$ cat src/rtl/bp_be_dcache_pkg.sv
// Shared dcache LCE definitions: sequencer state, tag/stat packet opcodes
// and packet width helpers.
// Packet layouts (MSB to LSB):
//   tag_mem : {opcode[1:0], index, way_id, state[1:0], tag}
//   stat_mem: {opcode[1:0], index, way_id}
package bp_be_dcache_pkg;

    typedef enum logic [1:0] {
        e_reset = 2'd0,
        e_init  = 2'd1,
        e_run   = 2'd2
    } bp_be_dcache_lce_seq_state_e;

    typedef enum logic [1:0] {
        e_dcache_lce_tag_mem_set_clear  = 2'd0,
        e_dcache_lce_tag_mem_invalidate = 2'd1,
        e_dcache_lce_tag_mem_set_tag    = 2'd2
    } bp_be_dcache_lce_tag_mem_opcode_e;

    typedef enum logic [1:0] {
        e_dcache_lce_stat_mem_set_clear   = 2'd0,
        e_dcache_lce_stat_mem_clear_dirty = 2'd1,
        e_dcache_lce_stat_mem_set_lru     = 2'd2
    } bp_be_dcache_lce_stat_mem_opcode_e;

    localparam int lce_opcode_width_lp = 2;
    localparam int lce_coh_state_width_lp = 2;

    // Index/way width that stays legal for a single set or way.
    function automatic int safe_clog2(input int val);
        return (val > 1) ? $clog2(val) : 1;
    endfunction

    function automatic int tag_mem_pkt_width(input int sets, input int ways, input int tag_width);
        return lce_opcode_width_lp + safe_clog2(sets) + safe_clog2(ways)
             + lce_coh_state_width_lp + tag_width;
    endfunction

    function automatic int stat_mem_pkt_width(input int sets, input int ways);
        return lce_opcode_width_lp + safe_clog2(sets) + safe_clog2(ways);
    endfunction

endpackage

$ cat src/rtl/bp_be_dcache_lce_rr_arb.sv
// Round-robin arbiter for the tag_mem port. Once a grant is shown and not
// accepted it is locked until the accepting cycle, so the winner's packet
// stays stable while the consumer stalls.
module bp_be_dcache_lce_rr_arb
    import bp_be_dcache_pkg::*;
#(
    parameter  int num_req_p = 2,
    localparam int ptr_w     = safe_clog2(num_req_p)
) (
    input  logic                 clk_i,
    input  logic                 reset_i,
    input  logic                 en_i,
    input  logic [num_req_p-1:0] v_i,
    input  logic                 ready_i,
    output logic [num_req_p-1:0] grant_o,
    output logic [ptr_w-1:0]     sel_o,
    output logic                 v_o
);

    logic [ptr_w-1:0] r_rr_ptr;
    logic [ptr_w-1:0] r_lock_idx;
    logic             r_lock_v;
    logic [ptr_w-1:0] w_sel;
    logic             w_found;

    // Pick the locked winner, else the lowest valid at or after rr_ptr, wrapping.
    always_comb begin
        w_sel   = r_rr_ptr;
        w_found = 1'b0;
        if (r_lock_v) begin
            w_sel   = r_lock_idx;
            w_found = 1'b1;
        end else begin
            for (int j = 0; j < num_req_p; j++) begin
                if (!w_found && v_i[j] && (j >= int'(r_rr_ptr))) begin
                    w_found = 1'b1;
                    w_sel   = ptr_w'(j);
                end else begin
                    w_found = w_found;
                end
            end
            for (int j = 0; j < num_req_p; j++) begin
                if (!w_found && v_i[j] && (j < int'(r_rr_ptr))) begin
                    w_found = 1'b1;
                    w_sel   = ptr_w'(j);
                end else begin
                    w_found = w_found;
                end
            end
        end
    end

    // One-hot grant decode of the selected requester.
    always_comb begin
        v_o     = en_i & w_found;
        sel_o   = w_sel;
        grant_o = {num_req_p{1'b0}};
        for (int j = 0; j < num_req_p; j++) begin
            grant_o[j] = v_o && (int'(w_sel) == j);
        end
    end

    // Advance the pointer past the winner on accept; lock the winner while stalled.
    always_ff @(posedge clk_i) begin
        if (reset_i) begin
            r_rr_ptr   <= {ptr_w{1'b0}};
            r_lock_idx <= {ptr_w{1'b0}};
            r_lock_v   <= 1'b0;
        end else if (!en_i) begin
            r_lock_v   <= 1'b0;
        end else if (v_o && ready_i) begin
            r_rr_ptr   <= (w_sel == ptr_w'(num_req_p - 1)) ? {ptr_w{1'b0}} : (w_sel + ptr_w'(1));
            r_lock_v   <= 1'b0;
        end else if (v_o) begin
            r_lock_idx <= w_sel;
            r_lock_v   <= 1'b1;
        end else begin
            r_lock_v   <= 1'b0;
        end
    end

endmodule

$ cat src/rtl/bp_be_dcache_lce_mem_sequencer.sv
// Owns the dcache tag_mem/stat_mem LCE ports: clears every set after reset,
// then arbitrates LCE tag requesters and passes the stat requester through.
// Optional feature macro: BP_BE_DCACHE_LCE_SEQ_FLUSH_EN (flush_i re-walks the sets).
module bp_be_dcache_lce_mem_sequencer
    import bp_be_dcache_pkg::*;
#(
    parameter  int sets_p      = 64,
    parameter  int ways_p      = 8,
    parameter  int tag_width_p = 10,
    parameter  int num_req_p   = 2,
    localparam int idx_w       = safe_clog2(sets_p),
    localparam int way_w       = safe_clog2(ways_p),
    localparam int ptr_w       = safe_clog2(num_req_p),
    localparam int tpw         = tag_mem_pkt_width(sets_p, ways_p, tag_width_p),
    localparam int spw         = stat_mem_pkt_width(sets_p, ways_p)
) (
    input  logic                     clk_i,
    input  logic                     reset_i,
    input  logic [num_req_p*tpw-1:0] req_tag_pkt_i,
    input  logic [num_req_p-1:0]     req_tag_v_i,
    output logic [num_req_p-1:0]     req_tag_yumi_o,
    input  logic [spw-1:0]           req_stat_pkt_i,
    input  logic                     req_stat_v_i,
    output logic                     req_stat_yumi_o,
    output logic [tpw-1:0]           tag_mem_pkt_o,
    output logic                     tag_mem_pkt_v_o,
    input  logic                     tag_mem_pkt_ready_i,
    output logic [spw-1:0]           stat_mem_pkt_o,
    output logic                     stat_mem_pkt_v_o,
    input  logic                     stat_mem_pkt_ready_i,
    input  logic                     flush_i,
    output logic                     init_done_o
);

    localparam int tag_tail_w = way_w + lce_coh_state_width_lp + tag_width_p;

    bp_be_dcache_lce_seq_state_e r_state, w_state_nxt;
    logic [idx_w-1:0]     r_index, w_index_nxt;
    logic                 r_tag_done, w_tag_done_nxt;
    logic                 r_stat_done, w_stat_done_nxt;
    logic                 w_tag_xfer, w_stat_xfer, w_set_done;
    logic                 w_arb_en, w_arb_v;
    logic [num_req_p-1:0] w_arb_grant;
    logic [ptr_w-1:0]     w_arb_sel;

`ifdef BP_BE_DCACHE_LCE_SEQ_FLUSH_EN
    logic r_flush_pend, w_flush_pend_nxt, w_flush_req, w_idle;
    assign w_flush_req = r_flush_pend | flush_i;
    assign w_idle = (~tag_mem_pkt_v_o | tag_mem_pkt_ready_i)
                  & (~stat_mem_pkt_v_o | stat_mem_pkt_ready_i);
`else
    logic w_unused_flush;
    assign w_unused_flush = flush_i;
`endif

    assign w_tag_xfer  = tag_mem_pkt_v_o & tag_mem_pkt_ready_i;
    assign w_stat_xfer = stat_mem_pkt_v_o & stat_mem_pkt_ready_i;
    assign w_set_done  = (r_tag_done | w_tag_xfer) & (r_stat_done | w_stat_xfer);
    assign w_arb_en    = (r_state == e_run);

    bp_be_dcache_lce_rr_arb #(.num_req_p(num_req_p)) u_rr_arb (
        .clk_i   (clk_i),
        .reset_i (reset_i),
        .en_i    (w_arb_en),
        .v_i     (req_tag_v_i),
        .ready_i (tag_mem_pkt_ready_i),
        .grant_o (w_arb_grant),
        .sel_o   (w_arb_sel),
        .v_o     (w_arb_v)
    );

    // Port outputs: set_clear packets while walking, arbitrated traffic in run.
    always_comb begin
        tag_mem_pkt_o    = {tpw{1'b0}};
        tag_mem_pkt_v_o  = 1'b0;
        stat_mem_pkt_o   = {spw{1'b0}};
        stat_mem_pkt_v_o = 1'b0;
        req_tag_yumi_o   = {num_req_p{1'b0}};
        req_stat_yumi_o  = 1'b0;
        init_done_o      = 1'b0;
        if (reset_i) begin
            init_done_o = 1'b0;
        end else begin
            case (r_state)
                e_init: begin
                    tag_mem_pkt_o    = {e_dcache_lce_tag_mem_set_clear, r_index, {tag_tail_w{1'b0}}};
                    tag_mem_pkt_v_o  = ~r_tag_done;
                    stat_mem_pkt_o   = {e_dcache_lce_stat_mem_set_clear, r_index, {way_w{1'b0}}};
                    stat_mem_pkt_v_o = ~r_stat_done;
                end
                e_run: begin
                    init_done_o      = 1'b1;
                    tag_mem_pkt_o    = req_tag_pkt_i[int'(w_arb_sel)*tpw +: tpw];
                    tag_mem_pkt_v_o  = w_arb_v;
                    req_tag_yumi_o   = w_arb_grant & {num_req_p{tag_mem_pkt_ready_i}};
                    stat_mem_pkt_o   = req_stat_pkt_i;
                    stat_mem_pkt_v_o = req_stat_v_i;
                    req_stat_yumi_o  = req_stat_v_i & stat_mem_pkt_ready_i;
                end
                default: begin
                    init_done_o = 1'b0;
                end
            endcase
        end
    end

    // Next state: set walk bookkeeping and run/flush transitions.
    always_comb begin
        w_state_nxt     = r_state;
        w_index_nxt     = r_index;
        w_tag_done_nxt  = r_tag_done;
        w_stat_done_nxt = r_stat_done;
`ifdef BP_BE_DCACHE_LCE_SEQ_FLUSH_EN
        w_flush_pend_nxt = 1'b0;
`endif
        case (r_state)
            e_reset: begin
                w_state_nxt     = e_init;
                w_index_nxt     = {idx_w{1'b0}};
                w_tag_done_nxt  = 1'b0;
                w_stat_done_nxt = 1'b0;
            end
            e_init: begin
                if (w_set_done) begin
                    w_tag_done_nxt  = 1'b0;
                    w_stat_done_nxt = 1'b0;
                    if (r_index == idx_w'(sets_p - 1)) begin
                        w_state_nxt = e_run;
                        w_index_nxt = {idx_w{1'b0}};
                    end else begin
                        w_index_nxt = r_index + idx_w'(1);
                    end
                end else begin
                    w_tag_done_nxt  = r_tag_done | w_tag_xfer;
                    w_stat_done_nxt = r_stat_done | w_stat_xfer;
                end
            end
            e_run: begin
`ifdef BP_BE_DCACHE_LCE_SEQ_FLUSH_EN
                if (w_flush_req && w_idle) begin
                    w_state_nxt      = e_init;
                    w_index_nxt      = {idx_w{1'b0}};
                    w_tag_done_nxt   = 1'b0;
                    w_stat_done_nxt  = 1'b0;
                    w_flush_pend_nxt = 1'b0;
                end else begin
                    w_flush_pend_nxt = w_flush_req;
                end
`else
                w_state_nxt = e_run;
`endif
            end
            default: begin
                w_state_nxt = e_reset;
            end
        endcase
    end

    // State and walk registers with synchronous reset.
    always_ff @(posedge clk_i) begin
        if (reset_i) begin
            r_state     <= e_reset;
            r_index     <= {idx_w{1'b0}};
            r_tag_done  <= 1'b0;
            r_stat_done <= 1'b0;
        end else begin
            r_state     <= w_state_nxt;
            r_index     <= w_index_nxt;
            r_tag_done  <= w_tag_done_nxt;
            r_stat_done <= w_stat_done_nxt;
        end
    end

`ifdef BP_BE_DCACHE_LCE_SEQ_FLUSH_EN
    // Pending flush holds until both ports are free of outstanding handshakes.
    always_ff @(posedge clk_i) begin
        if (reset_i) begin
            r_flush_pend <= 1'b0;
        end else begin
            r_flush_pend <= w_flush_pend_nxt;
        end
    end
`endif

endmodule

$ cat config.mk
export PLATFORM = sky130hd
export DESIGN_NAME = bp_be_dcache_lce_mem_sequencer
export DESIGN_NICKNAME = d
export VERILOG_FILES = /design/src/rtl/bp_be_dcache_pkg.sv /design/src/rtl/bp_be_dcache_lce_rr_arb.sv /design/src/rtl/bp_be_dcache_lce_mem_sequencer.sv
export SDC_FILE = /design/constraint.sdc
export NUM_CORES = 1
export LEC_CHECK = 0
export ABC_AREA = 0
export BUFFER_PORTS_ARGS = -buffer_cell sky130_fd_sc_hd__buf_2
export CORE_ASPECT_RATIO = 0.75
export CORE_MARGIN = 5
export CORE_UTILIZATION = 25
export CTS_BUF_LIST = sky130_fd_sc_hd__clkbuf_2 sky130_fd_sc_hd__clkbuf_4 sky130_fd_sc_hd__clkbuf_8
export DETAILED_ROUTE_END_ITERATION = 16
export HOLD_SLACK_MARGIN = 0.02
export PLACE_DENSITY = 0.54
export SYNTH_ARGS = -nofsm -noshare
export SYNTH_HDL_FRONTEND = slang
export SYNTH_SLANG_ARGS = --single-unit
$ cat constraint.sdc
create_clock -name clk_i -period 5.6 [get_ports clk_i]
set_input_delay 0.56 -clock clk_i [delete_from_list [all_inputs] [get_ports clk_i]]
set_output_delay 0.56 -clock clk_i [all_outputs]
set_load 0.05 [all_outputs]
-- Yosys cells after proc, flatten, opt, wreduce, memory -nomap -nowiden
Index checks and enable logic that the tools add are counted.
- register bits after elaboration: 13
- output and inout port bits: 40
- logic and storage cells: 83
- add/subtract/negate cells: 2
- $mul: 1
- order comparisons: 2
- equality and inequality tests: 5
- shift operators: 1
- muxes and demuxes: 36
- bitwise logic cells: 13
- reductions and logical operators: 16
- operator list (kind ; number):
    23-bit one-hot mux with 2 select lines ; 1
    46-bit by 7-bit indexed part select with 23-bit output ; 1
    23-bit 2-to-1 mux ; 1
    11-bit one-hot mux with 2 select lines ; 1
    1-bit 2-to-1 mux ; 20
    6-bit 2-to-1 mux ; 2
    6-bit one-hot mux with 2 select lines ; 1
    11-bit 2-to-1 mux ; 1
    2-bit 2-to-1 mux ; 4
    1-bit one-hot mux with 2 select lines ; 4
    1-bit logical AND ; 7
    6-bit by 1-bit adder with 6-bit output (second input constant) ; 1
    6-bit equality test (second input constant) ; 1
    1-bit by 5-bit multiplier with 6-bit output (second input constant) ; 1
    2-bit one-hot mux with 3 select lines ; 1
    2-bit AND reduction ; 3
    1-bit AND ; 5
    1-bit NOT ; 5
    2-bit != test (second input constant) ; 2
    3-bit AND reduction ; 1
    3-bit OR reduction ; 1
    2-bit AND ; 1
    2-bit by 1-bit equality test with 1-bit output (second input constant) ; 1
    2-bit equality test (second input constant) ; 1
    7 further kinds ; 9

-- Depth between registers and ports, before layout
Gate-level depths: netlist (run 1).
- word-level depth: 21
- depth in mapped cells: 7

-- By module
From an unflattened synthesis (run 1), not the netlist that was laid out.
- cells, all modules: 179
- area, all modules: 1306.3 sq um
- modules (own cells, without submodules) (module ; times used ; cells an instance ; area an instance (sq um) ; sequential area each (sq um)):
    bp_be_dcache_lce_mem_sequencer ; 1 ; 156 ; 1124.8 ; 200.2
    bp_be_dcache_lce_rr_arb ; 1 ; 23 ; 181.4 ; 60.1

-- Worst setup path before layout (run 1)
Ideal clock, no wire load.
- path kind: flip-flop to output port
- start point: reg r_state[0]
- end point: out tag_mem_pkt_o[21]
- data arrival time: 2672 ps
- data required time: 5040 ps
- setup slack: 2368 ps
- stages on the path, launching flop included: 5
- path buffers: 0
- path through: dfxtp_1 -> inv_1 -> ha_1 -> nor2b_1 -> a21boi_0
- word-level cells in the longest chain between the ends: 3
- RTL lines (what ; line ; RTL):
    from (decl) ; bp_be_dcache_lce_mem_sequencer.sv:37 ; bp_be_dcache_lce_seq_state_e r_state, w_state_nxt;
    from (signal assigned) ; bp_be_dcache_lce_mem_sequencer.sv:162 ; r_state <= e_reset;
    from (signal assigned) ; bp_be_dcache_lce_mem_sequencer.sv:167 ; r_state <= w_state_nxt;
    2-bit equality test or 2-bit by 1-bit equality test with 1-bit output (tied branches) ; bp_be_dcache_lce_mem_sequencer.sv:84 ; case (r_state)
    23-bit one-hot mux with 2 select lines (*) ; bp_be_dcache_lce_mem_sequencer.sv:84 ;
    23-bit 2-to-1 mux (*) ; bp_be_dcache_lce_mem_sequencer.sv:81 ; if (reset_i) begin
    to (decl) ; bp_be_dcache_lce_mem_sequencer.sv:25 ; output logic [tpw-1:0] tag_mem_pkt_o,
Every way passes the cells marked *; elsewhere a longest branch is shown, timed or not.

-- Worst setup path after layout (run 1)
- start point: in req_tag_v_i[1]
- end point: out tag_mem_pkt_o[20]
- word-level cells in the longest chain between the ends: 12
- RTL lines (what ; line ; RTL):
    from (decl) ; bp_be_dcache_lce_mem_sequencer.sv:20 ; input logic [num_req_p-1:0] req_tag_v_i,
    1-bit logical AND (*) ; bp_be_dcache_lce_rr_arb.sv:35 ; if (!w_found && v_i[j] && (j >= int'(r_rr_ptr))) begin
    1-bit 2-to-1 mux ; bp_be_dcache_lce_rr_arb.sv:35 ;
    1-bit 2-to-1 mux ; bp_be_dcache_lce_rr_arb.sv:30 ; if (r_lock_v) begin
    1-bit logical NOT ; bp_be_dcache_lce_rr_arb.sv:43 ; if (!w_found && v_i[j] && (j < int'(r_rr_ptr))) begin
    1-bit logical AND (2 in series) ; bp_be_dcache_lce_rr_arb.sv:43 ;
    1-bit 2-to-1 mux (*) ; bp_be_dcache_lce_rr_arb.sv:43 ;
    1-bit 2-to-1 mux (*) ; bp_be_dcache_lce_rr_arb.sv:30 ;
    1-bit by 5-bit multiplier with 6-bit output (*) ; bp_be_dcache_lce_mem_sequencer.sv:93 ; tag_mem_pkt_o = req_tag_pkt_i[int'(w_arb_sel)*tpw +: tpw];
    46-bit by 7-bit indexed part select with 23-bit output (*) ; bp_be_dcache_lce_mem_sequencer.sv:93 ;
    23-bit one-hot mux with 2 select lines (*) ; bp_be_dcache_lce_mem_sequencer.sv:84 ;
    23-bit 2-to-1 mux (*) ; bp_be_dcache_lce_mem_sequencer.sv:81 ;
Every way passes the cells marked *; elsewhere a longest branch is shown, timed or not. The select of a mux whose other input is x is not followed.

==> impl_results.md, run 1 <==
* Status: finished clean
* Synthesis-to-finish area growth at 49.9%
* Row cnt at 22
* PD cells at approximately 280 nW/um2
* Max Cap Violations at 0
* Layout cells sized above 1 at roughly two fifths
* DRT Pass-1 Iters at 4
* CP startpoint: req_tag_v_i[1]
* Worst VDD drop at roughly 140 uV
* Cell count after synthesis at roughly 190
* Min-Delay Startpoint: u_rr_arb.r_lock_idx$_SDFFE_PP0P_
* Worst setup path category: in -> out
* Pleak at 1.01 nW
* IO Port Bufs at 103
* Final ANT Viol Nets at 0
* Overall die height at 70.4 um
* First-pass GRT wire length at 7.18 mm
* Total detailed-routing wirelength at around 4.1 mm
* GRT Util Overall at 13.1%
* Final Skew at ~2.8 ps
* WL/cell at between 10 and 15 um
* Synth Cell Area at between 1000 and 1500 um2
* CTS tree: done
* Internal power at 264 uW
* CP peak stage delay at just over 900 ps
* Nets@finish at 355
* Post-synth EDFFs at 0
* Fmax at between 300 and 400 MHz
* Ports at between 100 and 150
* Clock Tree Buf Depth at 2
* CP max stage cell: o31a_1
* Clk slew on worst S/H paths at ~60 ps
* Final setup vio count at 0
* Sum Neg Setup Slack at 0 ps
* DRT iter0 DRCs at 51
* Reg2reg start: r_state[0]$_SDFFE_PP0P_
* Cts bufs inserted at 3
* Prevailing post-synth register cell: dfxtp_1
* Post-Syn Nets at 254
* WP data required at roughly 5000 ps
* Worst skew pair latency at 250 ps
* Sequential-to-total area share from yosys stat at between 20 and 25%
* Flop pwr share at 21.9%
* Startpoint Class: input pin
* Crit path max fanout at 25
* Worst EP arrival at 2500 ps
* Post-CTS Setup Inserts at 0
* CTS resizes at 0
* H-tree depth at 1
* Async S/R FF share, synth at 0%
* Most frequent cell on the critical path: buf_2
* Crit. End Element: output port
* Hold WC Path Type: reg -> reg
* Ant diodes at 0
* Core outline area at 4790 um2
* Die area at 6370 um2
* Synth warnings at 0
* Cell taking the most area after synthesis: dfxtp_1
* Synth top area cells: dfxtp_1 21%, nand2_1 14%, a21oi_1 9.9%
* Hold Vio Cnt, Final at 0
* Net Sw Power at 252 uW
* RSZ-0062 raised after global routing: no
* DR vias/cell at ~4.6
* DRC viols at 0
* Synth top area share at 21.4%
* Gpl congestion at 0.763
* Top post-synthesis cells by count: 46 x nand2_1, 24 x a21oi_1, 18 x o21ai_0, 13 x dfxtp_1, 12 x nor2_1
* Worst slack on hold paths at 501 ps
* Clock sinks at 13
* Slew HR at 27.5%
* Total gr overflow at 0
* CP cell instances: buf_2 -> a21boi_0 -> o31a_1 -> mux2i_1 -> o21ai_0 -> buf_2
* Number of global-route vias before repair at around 1600
* Initial Util at 25.4%
* Post-DP HPWL at 3.40 mm
* Post-Syn Area per Cell at 6.57 um2
* Antenna violations before repair at 0
* Comb pwr share at 60.4%
* Fin crit period at 3060 ps
* Tightest Pin Transition at 1090 ps
* Sw frac at 48.8%
* Synth Register Bits at 13
* Fin. max-slew vios at 0
* CTS Root Cell: clkbuf_8
* Routed vias at 1598
* Width of the die at 90.5 um
* Clock share of power at 17.7%
* Period utilisation layout at a little over half
* Largest net degree at the start of global routing at 29
* Cell variety after synth at 36
* Most frequent cell after synthesis: nand2_1
* # hold bufs at CTS at 0
worst max-delay path: cells and delay by family:
family                 cells  cell delay [ps]
AO/OA/AOI/OAI              3             1360
buffers and inverters      2              410
multiplexers               1              170
metal layers:
metal / GRT usage [%] / share of wire, % / up-vias
li1: - / - / 842
met1: 16.9 / 47 / 679
met2: 20.8 / 43 / 73
met3: 5.49 / 9.9 / 4
met4: 1.98 / 0.34 / 0
met5: 0 / 0 / -
cells in the final DEF (no fill, tap or decap), types with 2 or more instances in the layout:
cell type	Yosys	routed
nand2_1	46	46
nand3_1	2	2
or3_1	4	4
o31ai_1	3	3
o21ai_0	18	18
inv_1	11	11
and2_1	7	7
mux2i_1	6	6
clkbuf_8	0	3
buf_2	2	103
a21boi_0	2	2
a21oi_1	24	24
nand2b_1	3	3
a32oi_1	2	2
ha_1	4	4
nor2b_1	2	2
nor2_1	12	12
and3b_2	2	2
dfxtp_1	13	13
power by group through the flow:
stage          Clock, mW  Combinational [mW]  Sequential [mW]
2_1_floorplan          0               0.238            0.113
5_1_grt           0.0977               0.347            0.115
3_3_place_gp           0               0.312            0.115
3_5_place_dp           0               0.315            0.115
6_report          0.0912               0.312            0.113
4_1_cts           0.0933               0.314            0.113
final timing paths:
path                                      end  slack, ps  depth (start not counted)
min          u_rr_arb.r_lock_idx$_SDFFE_PP0P_        500                          2
max                         tag_mem_pkt_o[20]       2540                          6
min reg2reg  u_rr_arb.r_lock_idx$_SDFFE_PP0P_        500                          2
max reg2reg           r_index[5]$_SDFFE_PP0P_       3670                          6
kinds of logic after synthesis:
family / after synthesis / share of synthesized area [%]
AOI/OAI and AO/OA: 59 / 30.6
xor gates and xnor gates: 1 / 0.721
adders and majority gates: 4 / 4.12
buffers and inverters: 19 / 6.69
DFF: 13 / 21.4
muxes: 6 / 4.94
and+or+nand+nor: 83 / 31.5
per-stage QoR:
| stage | setup WS [ps] | cell area, um2 | std cells | utilization [%] | power [mW] |
|---|---|---|---|---|---|
| 5_1_grt | 2250 | 1820 | 345 | 38.0 | 0.559 |
| 6_report | 2540 | 1820 | 345 | 38.0 | 0.516 |
| 3_3_place_gp | 2510 | 1770 | 341 | 37.0 | 0.428 |
| 3_5_place_dp | 2490 | 1770 | 341 | 37.0 | 0.429 |
| 4_1_cts | 2500 | 1820 | 345 | 38.0 | 0.521 |
| 2_1_floorplan | 2370 | 1210 | 185 | - | 0.351 |
area by class of cell:
| type | instances | area [um2] |
|---|---|---|
| Fill cell | 532 | 2970 |
| Multi-Input combinational cell | 153 | 873 |
| Timing Repair Buffer | 104 | 523 |
| Sequential cell | 13 | 260 |
| Tap cell | 60 | 75.1 |
| Clock buffer | 4 | 48.8 |
| Inverter | 11 | 41.3 |
flip-flops by register name, indices dropped and copies added, names as in the netlist:
signal / cells
r_tag_done: 1
r_stat_done: 1
u_rr_arb.r_lock_idx: 1
u_rr_arb.r_rr_ptr: 1
r_index: 6
r_state: 2
u_rr_arb.r_lock_v: 1
Note: power is estimated with default switching activity, not from simulation.
==> inputs of run 2 (changes only) <==
Settings changed: PLACE_DENSITY 0.54 to 0.56.
Clock period 5.6 ns to 2.5 ns, I/O delays scaled along.
==> impl_results.md, run 2 (same netlist as run 1, synthesis figures left out) <==
* Ant diodes at 0 (unchanged)
* Initial Util at 25.4% (unchanged)
* DRT Pass-1 Iters at 4 (unchanged)
* Worst EP arrival at 1950 ps (-550 ps)
* Crit path max fanout at 18 (-28%)
* Number of global-route vias before repair at 1489 (-4.6%)
* Largest net degree at the start of global routing at 26 (-10%)
* Ports at 105 (unchanged)
* Most flop-heavy register: r_index
* Hold WC Path Type: in -> reg
* Design Power at 1.17 mW (+130%)
* RSZ-0062 raised after global routing: no
* Fin crit period at 2200 ps
* Design Area, Final at 1850 um2 (+1.4%)
* Core outline area at 4790 um2 (unchanged)
* Overall die height at 70.4 um (unchanged)
* CTS Root Cell: clkbuf_8
* Total detailed-routing wirelength at 4.46 mm (+7.5%)
* Period utilisation layout at between 80% and 90%
* Clock Tree Buf Depth at 2 (unchanged)
* Hold Vio Cnt, Final at 0 (unchanged)
* Synthesis-to-finish area growth at 52.0%
* Post-CTS Setup Inserts at 0 (unchanged)
* Crit. End Element: output port
* GRT Util Overall at 13.2% (+0.062 points)
* PD cells at 636 nW/um2 (+120%)
* Sum Neg Setup Slack at 0 ps (unchanged)
* Worst setup path end: tag_mem_pkt_o[20]
* Routed vias at 1644 (+2.9%)
* Largest registers: r_index: 6 flops, r_state: 2 flops
* Worst setup path category: reg -> out
* Dpl cell area at 1800 um2 (+1.4%)
* WL/cell at 12.8 um (+6.6%)
* Max Cap Violations at 0 (unchanged)
* Final setup vio count at 0 (unchanged)
* DR vias/cell at 4.72 (+2.0%)
* CP startpoint: r_state[0]$_SDFFE_PP0P_
* DRT iter0 DRCs at 57 (+12%)
* CTS tree: done
* Leading cell type in the layout, fill and taps excluded: buf_2
* Most frequent cells in the layout: 103 x buf_2, 46 x nand2_1, 24 x a21oi_1
* Hold Path Cell Cnt at 2 (unchanged)
* DRC viols at 0 (unchanged)
* CTS resizes at 0 (unchanged)
* # hold bufs at CTS at 0 (unchanged)
* Layout cells sized above 1 at 41.0% (+0.97 points)
* Worst slack on hold paths at 273 ps (-228 ps)
* Path depth of the worst reg2reg path at 6 (unchanged)
* Fmax at between 400 and 500 MHz
* Row cnt at 22 (unchanged)
* Fin. max-slew vios at 0 (unchanged)
* Post-DP HPWL at 3.68 mm (+8.1%)
* Width of the die at 90.5 um (unchanged)
* Final worst slack at 304 ps (-2240 ps)
* Total gr overflow at 0 (unchanged)
* Final Skew at 0.569 ps (-2.21 ps)
* Worst skew pair latency at 240 ps (about the same)
* Clk slew on worst S/H paths at 60 ps (about the same)
* WP data required at 2250 ps (-2790 ps)
* Final ANT Viol Nets at 0 (unchanged)
* Antenna violations before repair at 0 (unchanged)
* First-pass GRT wire length at 7.12 mm (-0.78%)
* Die area at 6370 um2 (unchanged)
* Gpl congestion at 0.740 (-3.0%)
* Cts bufs inserted at 3 (unchanged)
* Slew HR at 53.0% (+25 points)
* Worst VDD drop at 348 uV (+140%)
* Pleak at 1.02 nW (+1.3%)
* Max FFs per register at 6 (unchanged)
* H-tree depth at 1 (unchanged)
* IO Port Bufs at 103 (unchanged)
* Critical R2R Capture: r_index[5]$_SDFFE_PP0P_
* Reg2reg start: r_state[0]$_SDFFE_PP0P_
* Nets@finish at 358 (+0.85%)
* Status: finished clean
* Clock sinks at 13 (unchanged)
* Fill count at 513 (-3.6%)
* Dpl ws at 544 ps (-1940 ps)
* R2R setup slack at 540 ps (-3130 ps)
* Startpoint Class: flop
* Tightest Pin Transition at 699 ps (-388 ps)
[run 2: worst min path at each step]
stage | start | end | slack [ps]
6_report | tag_mem_pkt_ready_i | u_rr_arb.r_lock_v$_SDFF_PP0_ | 270
3_5_place_dp | r_state[0]$_SDFFE_PP0P_ | r_state[0]$_SDFFE_PP0P_ | 480
3_3_place_gp | r_state[0]$_SDFFE_PP0P_ | r_state[0]$_SDFFE_PP0P_ | 480
4_1_cts | tag_mem_pkt_ready_i | u_rr_arb.r_lock_v$_SDFF_PP0_ | 260
2_1_floorplan | tag_mem_pkt_ready_i | u_rr_arb.r_lock_v$_SDFF_PP0_ | 330
5_1_grt | tag_mem_pkt_ready_i | u_rr_arb.r_lock_v$_SDFF_PP0_ | 280
[run 2: final cells by class]
| cell class | instances | area [um2] | share of cell area [%] |
|---|---|---|---|
| multi-input combinational | 153 | 876 | 47.4 |
| timing repair buffer | 107 | 546 | 29.5 |
| inverter | 11 | 41.3 | 2.24 |
| clock buffer | 4 | 48.8 | 2.64 |
| sequential | 13 | 260 | 14.1 |
| tap | 60 | 75.1 | 4.07 |
[run 2: metrics by stage]
stage | instances | utilization [%]
2_1_floorplan | 185 | -
3_3_place_gp | 344 | 37.5
3_5_place_dp | 344 | 37.5
4_1_cts | 348 | 38.6
5_1_grt | 348 | 38.6
6_report | 348 | 38.6
[run 2: metal layers]
layer	GRT usage, %	vias up	wire [um]
met3	5.06	2	426
met4	1.98	0	17
li1	-	853	-
met2	21.8	69	2070
met1	16.5	720	1940
met5	0	-	0
[run 2: power breakdown]
part	leakage, nW	switching [mW]	internal, mW
clock network	0.0262	0.0755	0.123
logic	0.888	0.480	0.241
registers	0.105	0.0203	0.234
total	1.02	0.576	0.598
[run 2: critical path: stages (launching register included)]
cell     delay (ps)
dfxtp_1         360
inv_1            80
ha_1            340
nor2b_1         180
nand2_1          90
buf_4           200
o21ai_0         170
buf_2           290
